<file path="src/rtl/rx_page_writer.sv">
// rx_page_writer: serialises one multi-channel I/Q set per strobe into a
// ping-pong sample RAM (one {I,Q} word per clock), announces each filled page,
// tracks reader ownership of both pages and counts dropped sets.
module rx_page_writer #(
    parameter int CHANNELS = 2,
    parameter int SAMPLE_W = 24,
    parameter int PAGE_AW  = 8
) (
    input  logic                             clock,
    input  logic                             reset,
    input  logic                             run,
    input  logic                             in_strobe,
    input  logic [CHANNELS*2*SAMPLE_W-1:0]   in_iq,
    input  logic                             page_ack,
    input  logic                             page_ack_id,
    output logic [2*SAMPLE_W-1:0]            ram_wr_data,
    output logic [PAGE_AW:0]                 ram_wr_addr,
    output logic                             ram_wen,
    output logic                             page_done,
    output logic                             page_done_id,
    output logic [1:0]                       page_full,
    output logic                             overrun,
    output logic [15:0]                      drop_count
);

    localparam int WORD_W = 2 * SAMPLE_W;
    localparam int CH_W   = (CHANNELS > 1) ? $clog2(CHANNELS) : 1;
    localparam logic [CH_W-1:0] CH_LAST = CH_W'(CHANNELS - 1);

    typedef enum logic {
        IDLE  = 1'b0,
        WRITE = 1'b1
    } state_t;

    state_t                     state;
    state_t                     state_nx;
    logic                       page;
    logic [PAGE_AW-1:0]         word_idx;
    logic [CH_W-1:0]            ch;
    logic [CHANNELS*WORD_W-1:0] set_p0;

    logic last_ch;
    logic wrap_wr;
    logic target_page;
    logic accept;
    logic drop;

    // Saturating increment for the dropped-set counter.
    function automatic logic [15:0] sat_inc(input logic [15:0] v);
        return (v == 16'hFFFF) ? v : v + 16'd1;
    endfunction

    // Next-state decode: accept/drop decisions and the RAM write strobe.
    always_comb begin
        state_nx = state;
        accept   = 1'b0;
        drop     = 1'b0;
        ram_wen  = 1'b0;
        last_ch  = (ch == CH_LAST);
        wrap_wr  = (state == WRITE) && (word_idx == {PAGE_AW{1'b1}});
        // A set accepted on the last word of a page lands on the other page.
        target_page = wrap_wr ? ~page : page;
        case (state)
            IDLE: begin
                if (in_strobe) begin
                    if (!page_full[page]) begin
                        accept   = 1'b1;
                        state_nx = WRITE;
                    end else begin
                        drop = 1'b1;
                    end
                end
            end
            WRITE: begin
                ram_wen = 1'b1;
                if (last_ch) begin
                    if (in_strobe && !page_full[target_page]) begin
                        accept   = 1'b1;
                        state_nx = WRITE;
                    end else begin
                        drop     = in_strobe;
                        state_nx = IDLE;
                    end
                end else begin
                    drop = in_strobe;
                end
            end
            default: state_nx = IDLE;
        endcase
        // Receiver off: abort, rewind, and neither accept nor count strobes.
        if (!run) begin
            state_nx = IDLE;
            accept   = 1'b0;
            drop     = 1'b0;
        end
    end

    // FSM state register.
    always_ff @(posedge clock or posedge reset) begin
        if (reset) begin
            state <= IDLE;
        end else begin
            state <= state_nx;
        end
    end

    // Write pointer, page ownership, page announcement and drop bookkeeping.
    always_ff @(posedge clock or posedge reset) begin
        if (reset) begin
            page         <= 1'b0;
            word_idx     <= '0;
            ch           <= '0;
            page_full    <= 2'b00;
            page_done    <= 1'b0;
            page_done_id <= 1'b0;
            overrun      <= 1'b0;
            drop_count   <= 16'd0;
        end else if (!run) begin
            page      <= 1'b0;
            word_idx  <= '0;
            ch        <= '0;
            page_full <= 2'b00;
            page_done <= 1'b0;
            overrun   <= 1'b0;
        end else begin
            page_done <= 1'b0;
            if (page_ack) begin
                page_full[page_ack_id] <= 1'b0;
            end
            if (state == WRITE) begin
                word_idx <= word_idx + 1'b1;
                ch       <= last_ch ? '0 : ch + 1'b1;
                // Filling the page takes priority over an ack of the same page.
                if (wrap_wr) begin
                    page_full[page] <= 1'b1;
                    page_done       <= 1'b1;
                    page_done_id    <= page;
                    page            <= ~page;
                end
            end
            if (drop) begin
                overrun    <= 1'b1;
                drop_count <= sat_inc(drop_count);
            end
        end
    end

    // Captured set; data only, so it carries no reset.
    always_ff @(posedge clock) begin
        if (accept) begin
            set_p0 <= in_iq;
        end
    end

    assign ram_wr_addr = {page, word_idx};
    assign ram_wr_data = ram_wen ? set_p0[int'(ch)*WORD_W +: WORD_W] : '0;

endmodule
</file>
<file path="config.mk">
export PLATFORM = sky130hd
export DESIGN_NAME = rx_page_writer
export DESIGN_NICKNAME = d
export VERILOG_FILES = /design/src/rtl/rx_page_writer.sv
export SDC_FILE = /design/constraint.sdc
export NUM_CORES = 1
export LEC_CHECK = 0
export CAP_MARGIN = 20
export CORE_MARGIN = 3
export CORE_UTILIZATION = 35
export CTS_CLUSTER_SIZE = 8
export DETAILED_ROUTE_END_ITERATION = 8
export GPL_TIMING_DRIVEN = 1
export PLACE_DENSITY = 0.77
export SLEW_MARGIN = 15
export SYNTH_ARGS = -nofsm -noshare
export SYNTH_HDL_FRONTEND = slang
export SYNTH_SLANG_ARGS = --single-unit
</file>
<file path="constraint.sdc">
create_clock -name clock -period 6.2 [get_ports clock]
set_input_delay 1.24 -clock clock [delete_from_list [all_inputs] [get_ports clock]]
set_output_delay 1.24 -clock clock [all_outputs]
set_load 0.03 [all_outputs]
</file>
==> out/metrics.cfg <==
[setup_path]
critical_path.startpoint = ch
worstReg2RegStart = state
critPathLaunchType = register
cpLargestDelayFamily = flip-flops
crit_path_end_kind = primary output
cp.required_ns = 4.96
rrSetupSlack_ns = 3.01
worstPathArrival_ns = 2.58
crit_fanout = 55
rr_worst_depth = 7
crit_type = reg -> out
cp.depth = 3
critPathBufInv = 1
crit_chain = mux2i_1, nor2b_1, clkdlybuf4s50_1
r2r-end = set_p0[92]
cpMaxStageDelayCell = dfrtp_4
slowest_delay_ns = 0.99
endpoint = ram_wr_data[19]

[route]
drt_iter0_markers = 236
routed_wl_um = 12330
drcViolationCount = 0
ant_nets = 0
num_vias = 3645
post_drt_wl_per_cell_um = 15.83
via_per_inst = 4.679
first_pass_iters = 4

[synth]
synth-edff-count = 96
syn_nets = 474
synthSimpleGateAreaFrac_pct = 14.02
synth_top_area_share_pct = 52.77
ys_warn_count = 0
synth_top_family_by_area = simple AND/OR/NAND/NOR gates
synthMuxAreaShare_pct = 9.940
synth_compound_area_share_pct = 2.680
netlist_area_um2 = 5463
synthCells = 370
ys.flop_type = edfxtp_1
ys_top_cells_by_area = edfxtp_1 (53%), dfrtp_1 (15%), mux2i_1 (9.0%)
synth_most_common_cell = edfxtp_1
synth-xor-area-share_pct = 3.527
ys_ff_latch = 128
synth_area_per_cell_um2 = 14.76
ys_types = 48
yosysSeqAreaShare_pct = 67.43
yosysTopAreaCell = edfxtp_1
synthAdderAreaFrac_pct = 0.4581
async_flop_share_pct = 25.00
synth_common_cells = edfxtp_1 (96), mux2i_1 (49), nor2b_1 (49)

[finish]
final_util_pct = 53.09
final_layout_size_suffix_gt1_share_pct = 8.979
area_growth_pct = 48.28
antenna_cells = 0
num-nets-final = 659
final_cell_area_um2 = 8100

[cts]
clock_path_buffers = 2
clk_latency_ns = 0.41
htree_levels = 4
cts_sinks = 128
clk_transition_reported_paths_ns = 0.06
cts_made_buffers = 17
ctsResizeCount = 0
cts_hold_buf = 0
cts_root_buf = clkbuf_16
cts_setup_buffers = 0
cts_tree = done

[floorplan]
boundaryPins = 181
die_area_um2 = 17140
fp-row-count = 45
die_h_um = 130.9
die_w_um = 130.9
initial_core_util_pct = 35.80
core_area_um2 = 15260

[timing]
setup_viol_count_final = 0
min_period_ns = 3.816
hold_viol_final = 0
fin_setup_tns_ns = 0
clock_skew_ns = 0.007727
final-max-slew-violation-count = 0
rsz0062_at_grt = no
holdWs_ns = 0.4909
timing.final.crit_share_pct = 61.55
worst_pin_slew_ns = 0.9364
max_freq_mhz = 262.0
max-slew-margin-rel_pct = 37.58

[pwr]
finalPower_mw = 2.566
internal-power_mw = 1.878
p_clk_share_pct = 38.8
p_seq_share_pct = 42.2
p_per_area_nw_per_um2 = 316.8
power_frac_comb_pct = 19.0
p_leak_nw = 2.895
ir_drop_mv = 0.1597
power_switching_mw = 0.6882
sw_frac_of_total_pct = 26.82

[worst_hold_path]
hold_class = reg -> reg
hold_depth = 1

[job]
maxCapViolations = 0

[grt]
grtUsageTotal_pct = 14.93
antenna_found_initial = 0
grt_pass1_vias = 3902
grt_overflow = 0
grt_pass1_wl_um = 19530
grt_max_degree = 97

[placement]
io_buffers = 180
placed_area_um2 = 7475
place_congestion = 0.7775
dp_hpwl_um = 8437

[status]
status = finished clean

stage by stage:
step	std cells	worst slack (ns)
floorplan	370	1.596
global placement	746	2.547
detailed placement	746	2.436
CTS	778	2.332
global route	779	2.233
finish	779	2.384
cell type report:
type                            count  area, um2
Fill cell                        1258       7158
Sequential cell                   128       3689
Timing Repair Buffer              183       1848
Multi-Input combinational cell    220       1687
Clock buffer                       18      429.2
Tap cell                          211      264.0
Clock inverter                     14      165.2
Inverter                            5      18.77
layout by cell type, fill, tap and decap left out, drive strengths merged:
master,instances
a211oi,4
a21oi,3
a22oi,1
a2bb2oi,1
a31oi,2
and2,1
and3,6
and4,2
buf,3
bufinv,3
clkbuf,18
clkdlybuf4s50,180
clkinv,6
clkinvlp,3
dfrtp,32
edfxtp,96
ha,2
inv,7
mux2,4
mux2i,49
nand2,14
nand3,14
nand4,8
nand4b,2
nand4bb,2
nor2,17
nor2b,49
nor3,5
nor4,2
o211ai,1
o21ai,5
o22ai,1
or3,3
xnor2,19
xor2,3
how the worst min path moves through the flow:
stage	from	end	slack, ns
after floorplan	page	page_done_id	0.64
after global placement	overrun	overrun	0.48
after detailed placement	drop_count[14]	drop_count[14]	0.49
after CTS	drop_count[14]	drop_count[14]	0.50
after global routing	page_done_id	page_done_id	0.55
final	drop_count[14]	drop_count[14]	0.49
cells by family (layout without fill, tap and decap cells):
family | Yosys count | in the layout
flip-flops | 128 | 128
AND/OR/NAND/NOR | 125 | 125
multiplexers | 53 | 53
XOR/XNOR | 22 | 22
buffers and inverters | 22 | 220
AO/OA/AOI/OAI | 18 | 18
adder cells (fa/ha/maj) | 2 | 2
flip-flops by register name (all words and copies together), names as in the netlist, 2 cells and up:
signal and cells:
drop_count 16, set_p0 96, page_full 2, word_idx 8
power by group through the flow:
stage	logic, mW	registers [mW]	clock network (mW)
global route	0.521	1.09	1.05
global placement	0.475	1.10	0
finish	0.489	1.08	0.995
floorplan	0.266	1.09	0
detailed placement	0.481	1.11	0
CTS	0.485	1.09	1.02
metal layers:
| metal | GRT usage (%) | routed length (um) | up-vias |
|---|---|---|---|
| li1 | - | - | 1724 |
| met1 | 17.22 | 5045 | 1773 |
| met2 | 25.25 | 6231 | 134 |
| met3 | 5.488 | 872 | 14 |
| met4 | 5.989 | 184 | 0 |
| met5 | 0 | 0 | - |
Power figures use the tool's default switching activity.
